### config.mk
export PLATFORM = sky130hd
export DESIGN_NAME = sap_control_sequencer
export DESIGN_NICKNAME = d
export VERILOG_FILES = /design/src/rtl/sap_control_sequencer.sv
export SDC_FILE = /design/constraint.sdc
export NUM_CORES = 1
export LEC_CHECK = 0
export BUFFER_PORTS_ARGS = -buffer_cell sky130_fd_sc_hd__buf_4
export CORE_UTILIZATION = 47
export CTS_BUF_LIST = sky130_fd_sc_hd__clkbuf_2
export CTS_CLUSTER_SIZE = 8
export DETAILED_ROUTE_END_ITERATION = 8
export GPL_TIMING_DRIVEN = 0
export PLACE_DENSITY = 0.92
export SKIP_CTS_REPAIR_TIMING = 1
export SLEW_MARGIN = 5
export SYNTH_ARGS = -nofsm -noshare
export SYNTH_HDL_FRONTEND = slang
export SYNTH_SLANG_ARGS = --single-unit
export TNS_END_PERCENT = 1
### constraint.sdc
create_clock -name clk -period 2.9 [get_ports clk]
set_clock_uncertainty 0.2 [all_clocks]
set_input_delay 0.435 -clock clk [delete_from_list [all_inputs] [get_ports clk]]
set_output_delay 0.435 -clock clk [all_outputs]
set_load 0.01 [all_outputs]
### src/rtl/sap_control_sequencer.sv
// sap_control_sequencer
// Step-counter control unit for the 8-bit shared-bus datapath. It walks
// T0..T4 for each instruction, decodes the IR opcode and drives every
// load / output-enable strobe. The CF and ZF flags qualify the conditional
// jumps, and a halt latch stops the machine until reset.
module sap_control_sequencer #(
  parameter int OP_W      = 4,
  parameter int LAST_STEP = 4
) (
  input  logic            clk,
  input  logic            rst,
  input  logic            run,
  input  logic [OP_W-1:0] opcode,
  input  logic            cf,
  input  logic            zf,
  output logic            pc_out,
  output logic            pc_inc,
  output logic            pc_load,
  output logic            mar_load,
  output logic            ram_out,
  output logic            ram_in,
  output logic            ir_load,
  output logic            ir_out,
  output logic            a_load,
  output logic            a_out,
  output logic            b_load,
  output logic            alu_out,
  output logic            sub,
  output logic            out_load,
  output logic            flags_load,
  output logic            halt,
  output logic [2:0]      step,
  output logic            instr_done
);

  localparam logic [2:0] STEP_MAX = 3'(LAST_STEP);

  localparam logic [3:0] OP_LDA = 4'h1;
  localparam logic [3:0] OP_ADD = 4'h2;
  localparam logic [3:0] OP_SUB = 4'h3;
  localparam logic [3:0] OP_STA = 4'h4;
  localparam logic [3:0] OP_LDI = 4'h5;
  localparam logic [3:0] OP_JMP = 4'h6;
  localparam logic [3:0] OP_JC  = 4'h7;
  localparam logic [3:0] OP_JZ  = 4'h8;
  localparam logic [3:0] OP_OUT = 4'hE;
  localparam logic [3:0] OP_HLT = 4'hF;

  logic [2:0] step_reg, step_next;
  logic       halted_reg, halted_next;
  logic [2:0] last_step;
  logic       at_last;
  logic       step_illegal;
  logic       active;

  // Last T-state of the current instruction; every instruction ends at T2 or later.
  always_comb begin
    last_step = 3'd2;
    case (opcode)
      OP_LDA, OP_STA: last_step = 3'd3;
      OP_ADD, OP_SUB: last_step = 3'd4;
      default:        last_step = 3'd2;
    endcase
    // ">=" keeps the counter bounded even if the opcode changes mid-instruction.
    at_last      = (step_reg >= last_step);
    step_illegal = (step_reg > STEP_MAX);
    active       = !rst && !halted_reg && !step_illegal;
  end

  // Next step / halt latch: wrap at the last step, freeze at T2 once halted.
  always_comb begin
    step_next   = step_reg;
    halted_next = halted_reg;
    if (step_illegal) begin
      step_next = 3'd0;
    end else if (run && !halted_reg) begin
      if (at_last) begin
        if (opcode == OP_HLT) begin
          halted_next = 1'b1;
          step_next   = step_reg;
        end else begin
          step_next = 3'd0;
        end
      end else begin
        step_next = step_reg + 3'd1;
      end
    end
  end

  // State registers with synchronous reset.
  always_ff @(posedge clk) begin
    if (rst) begin
      step_reg   <= 3'd0;
      halted_reg <= 1'b0;
    end else begin
      step_reg   <= step_next;
      halted_reg <= halted_next;
    end
  end

  // Strobe decode from step, opcode and flags; everything is quiet in reset or halt.
  always_comb begin
    pc_out     = 1'b0;
    pc_inc     = 1'b0;
    pc_load    = 1'b0;
    mar_load   = 1'b0;
    ram_out    = 1'b0;
    ram_in     = 1'b0;
    ir_load    = 1'b0;
    ir_out     = 1'b0;
    a_load     = 1'b0;
    a_out      = 1'b0;
    b_load     = 1'b0;
    alu_out    = 1'b0;
    sub        = 1'b0;
    out_load   = 1'b0;
    flags_load = 1'b0;
    halt       = halted_reg;
    step       = step_reg;
    instr_done = active && run && at_last;
    if (active) begin
      case (step_reg)
        3'd0: begin
          pc_out   = 1'b1;
          mar_load = 1'b1;
        end
        3'd1: begin
          ram_out = 1'b1;
          ir_load = 1'b1;
          pc_inc  = 1'b1;
        end
        3'd2: begin
          case (opcode)
            OP_LDA, OP_ADD, OP_SUB, OP_STA: begin
              ir_out   = 1'b1;
              mar_load = 1'b1;
            end
            OP_LDI: begin
              ir_out = 1'b1;
              a_load = 1'b1;
            end
            OP_JMP: begin
              ir_out  = 1'b1;
              pc_load = 1'b1;
            end
            OP_JC: begin
              ir_out  = cf;
              pc_load = cf;
            end
            OP_JZ: begin
              ir_out  = zf;
              pc_load = zf;
            end
            OP_OUT: begin
              a_out    = 1'b1;
              out_load = 1'b1;
            end
            default: ;
          endcase
        end
        3'd3: begin
          case (opcode)
            OP_LDA: begin
              ram_out = 1'b1;
              a_load  = 1'b1;
            end
            OP_ADD, OP_SUB: begin
              ram_out = 1'b1;
              b_load  = 1'b1;
            end
            OP_STA: begin
              a_out  = 1'b1;
              ram_in = 1'b1;
            end
            default: ;
          endcase
        end
        3'd4: begin
          if (opcode == OP_ADD || opcode == OP_SUB) begin
            alu_out    = 1'b1;
            a_load     = 1'b1;
            flags_load = 1'b1;
            sub        = (opcode == OP_SUB);
          end
        end
        default: ;
      endcase
    end
  end

endmodule

==> flow_metrics.env <==
export IMPL_status="complete, no violations"
export IMPL_post_dp_hpwl_um=1430
export IMPL_nets=133
export IMPL_min_from="rst"
export IMPL_design_core_area_um2=1160
export IMPL_powerDensity_nw_per_um2=239
export IMPL_final_antenna_net_count=0
export IMPL_synthFlopType="dfxtp_1"
export IMPL_r2r_end="step[1]"
export IMPL_p_sw_share_pct=35.8
export IMPL_cp_max_fo=10
export IMPL_hold_violations=0
export IMPL_cpLargestDelayFamily="simple AND/OR/NAND/NOR gates"
export IMPL_required_ns=2.27
export IMPL_wl_um=1740
export IMPL_endpoint_kind="primary output"
export IMPL_antenna_found_initial=0
export IMPL_synth_area_per_cell_um2=7.10
export IMPL_cts_tree="done"
export IMPL_slew_violations=0
export IMPL_drive_above_1_share_pct=33.3
export IMPL_vias_per_cell=5.58
export IMPL_cp_cell_sequence="buf_4, buf_2, nor3_1, ha_1, nand2b_1, a31o_2, and3_1, buf_4"
export IMPL_drtIter0Drc=8
export IMPL_start_util_pct=52.8
export IMPL_r2r_cells=6
export IMPL_cts_clk_slew_worst_paths_ns=0.04
export IMPL_synth_cell_types=34
export IMPL_multiInputGateArea_um2=470
export IMPL_seq_power_share_pct=31.9
export IMPL_rows=12
export IMPL_regArea_um2=80.1
export IMPL_worst_hold_slack_ns=0.220
export IMPL_hold_class="in2reg"
export IMPL_min_to="halt"
export IMPL_cts_buffers=3
export IMPL_pwr_share_clk_pct=23.3
export IMPL_crit_arrival_ns=2.11
export IMPL_die_area_um2=1450
export IMPL_criticalPathCategory="in2out"
export IMPL_clockBufferDepth=2
export IMPL_power_share_combinational_pct=44.8
export IMPL_final_util_pct=71.9
export IMPL_synth_seq_cells=4
export IMPL_fin_crit_sh_pct=94.5
export IMPL_peakVddDrop_uv=194
export IMPL_synth_warnings=0
export IMPL_drtPass1Iterations=4
export IMPL_p_sw_uw=71.0
export IMPL_timing_critical_path_buf_inv=3
export IMPL_cp_start_kind="primary input"
export IMPL_slowest_delay_ns=0.33
export IMPL_crit_slowest_cell="nor3_1"
export IMPL_reg2reg_from="step[0]"
export IMPL_synth_fp_nets=103
export IMPL_cts_sinks=4
export IMPL_die_w_um=38.0
export IMPL_relSlewSlack_pct=76.9
export IMPL_die_h_um=38.0
export IMPL_route_detailed_drc=0
export IMPL_clock_root_buffer="clkbuf_2"
export IMPL_reg2reg_slack_ns=0.83
export IMPL_vias=714
export IMPL_postSynthCellCount=86
export IMPL_ios=29
export IMPL_numPortBuffers=25
export IMPL_avgRoutedWirePerCell_um=13.6
export IMPL_clk_insertion_delay_late_ns=0.19
export IMPL_syn_area_um2=611
export IMPL_first_global_vias=647
export IMPL_synthArstFlopShare_pct=0
export IMPL_synth_edf_count=0
export IMPL_fmaxAchievable_mhz=365
export IMPL_rsz0062_at_grt="no"
export IMPL_grt_overflow_total=0
export IMPL_cts_max_level=1
export IMPL_tns_ns=0
export IMPL_grt_pass1_wl_um=2680
export IMPL_setup_violations=0
export IMPL_grt_start_max_net_pins=11
export IMPL_place_congestion=0.781
export IMPL_crit_path_frequent_cell="buf_4"
export IMPL_grtUsageTotal_pct=26.8
export IMPL_yosysSeqAreaShare_pct=13.1
export IMPL_tightestPinTransition_ns=0.343
export IMPL_diodes=0
export IMPL_synthToLayoutAreaGrowth_pct=36.1
export IMPL_p_leak_nw=0.417
export IMPL_nFillCells=96
export IMPL_hold_path_cell_count=2
export IMPL_period_minus_slack_ns=2.74
export IMPL_cap_violations=0
export IMPL_largest_reg_flops=3
export IMPL_p_int_uw=127
-- cell type report --
class | count | area share [%]
plain buffers | 6 | 4.52
inverters | 6 | 2.71
clock buffers | 3 | 1.81
multi-input cells | 70 | 56.6
flip-flops and latches | 4 | 9.64
repair buffers | 25 | 22.6
well taps | 14 | 2.11
-- logic make-up after synthesis --
family          synth area share, %
compound gates                 26.4
buf+inv                        9.83
xor+xnor                       1.43
mux                            1.64
flops                          13.1
fa+ha+maj                      16.4
simple gates                   31.1
-- worst max path at each step --
| stage | to | cells past startpoint | from | slack [ns] |
|---|---|---|---|---|
| final | instr_done | 8 | opcode[3] | 0.16 |
| after global routing | instr_done | 8 | opcode[3] | 0.04 |
| after CTS | instr_done | 8 | opcode[3] | 0.16 |
| after detailed placement | instr_done | 8 | opcode[3] | 0.16 |
| after global placement | instr_done | 8 | opcode[3] | 0.21 |
| after floorplan | instr_done | 7 | opcode[2] | 0.51 |
-- power groups by stage --
stage	logic (mW)	clock network [mW]	registers, mW
floorplan	0.0549	0	0.0637
global placement	0.0844	0	0.0632
detailed placement	0.0879	0	0.0638
CTS	0.0884	0.0487	0.0629
global route	0.0974	0.0515	0.0636
finish	0.0888	0.0462	0.0631
-- synthesized netlist by cell type (2+ instances only) --
| master | number | share of area, % |
|---|---|---|
| a21oi_1 | 5 | 4.1 |
| a31oi_1 | 3 | 3.1 |
| and3_1 | 3 | 3.1 |
| buf_2 | 3 | 2.5 |
| buf_4 | 3 | 3.7 |
| dfxtp_1 | 4 | 13 |
| ha_1 | 8 | 16 |
| inv_1 | 5 | 3.1 |
| nand2_1 | 8 | 4.9 |
| nand2b_1 | 5 | 5.1 |
| nand3_1 | 3 | 2.5 |
| nand4_1 | 2 | 2.0 |
| nor2_1 | 9 | 5.5 |
| nor3_1 | 4 | 3.3 |
| o21bai_1 | 2 | 2.5 |
-- routing by layer --
metal / track usage [%] / wire (µm) / vias to the layer above
met5: 0 / 0 / -
met4: 16.1 / 0 / 0
met3: 4.07 / 48 / 0
met2: 50.8 / 959 / 19
met1: 26.7 / 734 / 324
li1: - / - / 371
-- layout by cell type (no fill, tap or decap), types with 2 or more instances in the layout --
master,Yosys,routed
dfxtp_1,4,4
nor3_1,4,4
nand2_1,8,8
buf_2,3,3
ha_1,8,8
and3_1,3,3
nand3_1,3,3
nor2_1,9,9
buf_4,3,28
clkbuf_2,0,3
nand2b_1,5,5
inv_1,5,5
o21bai_1,2,2
a21oi_1,5,5
a31oi_1,3,3
nand4_1,2,2
-- metrics by stage --
| step | area [µm²] | setup slack [ns] | cells | power, mW |
|---|---|---|---|---|
| after floorplan | 611 | 0.507 | 86 | 0.119 |
| after global placement | 816 | 0.214 | 125 | 0.148 |
| after detailed placement | 816 | 0.162 | 125 | 0.152 |
| after CTS | 831 | 0.162 | 128 | 0.200 |
| after global routing | 831 | 0.0435 | 128 | 0.212 |
| final | 831 | 0.159 | 128 | 0.198 |
-- worst register-to-register path: cells and delay by family, from the launching register on --
kind / cells / cell delay, ns
flip-flops: 1 / 0.44
buffers and inverters: 1 / 0.14
AND/OR/NAND/NOR: 1 / 0.17
adder cells (fa/ha/maj): 1 / 0.30
AO/OA/AOI/OAI: 3 / 0.75
(Power assumes the default switching activity.)
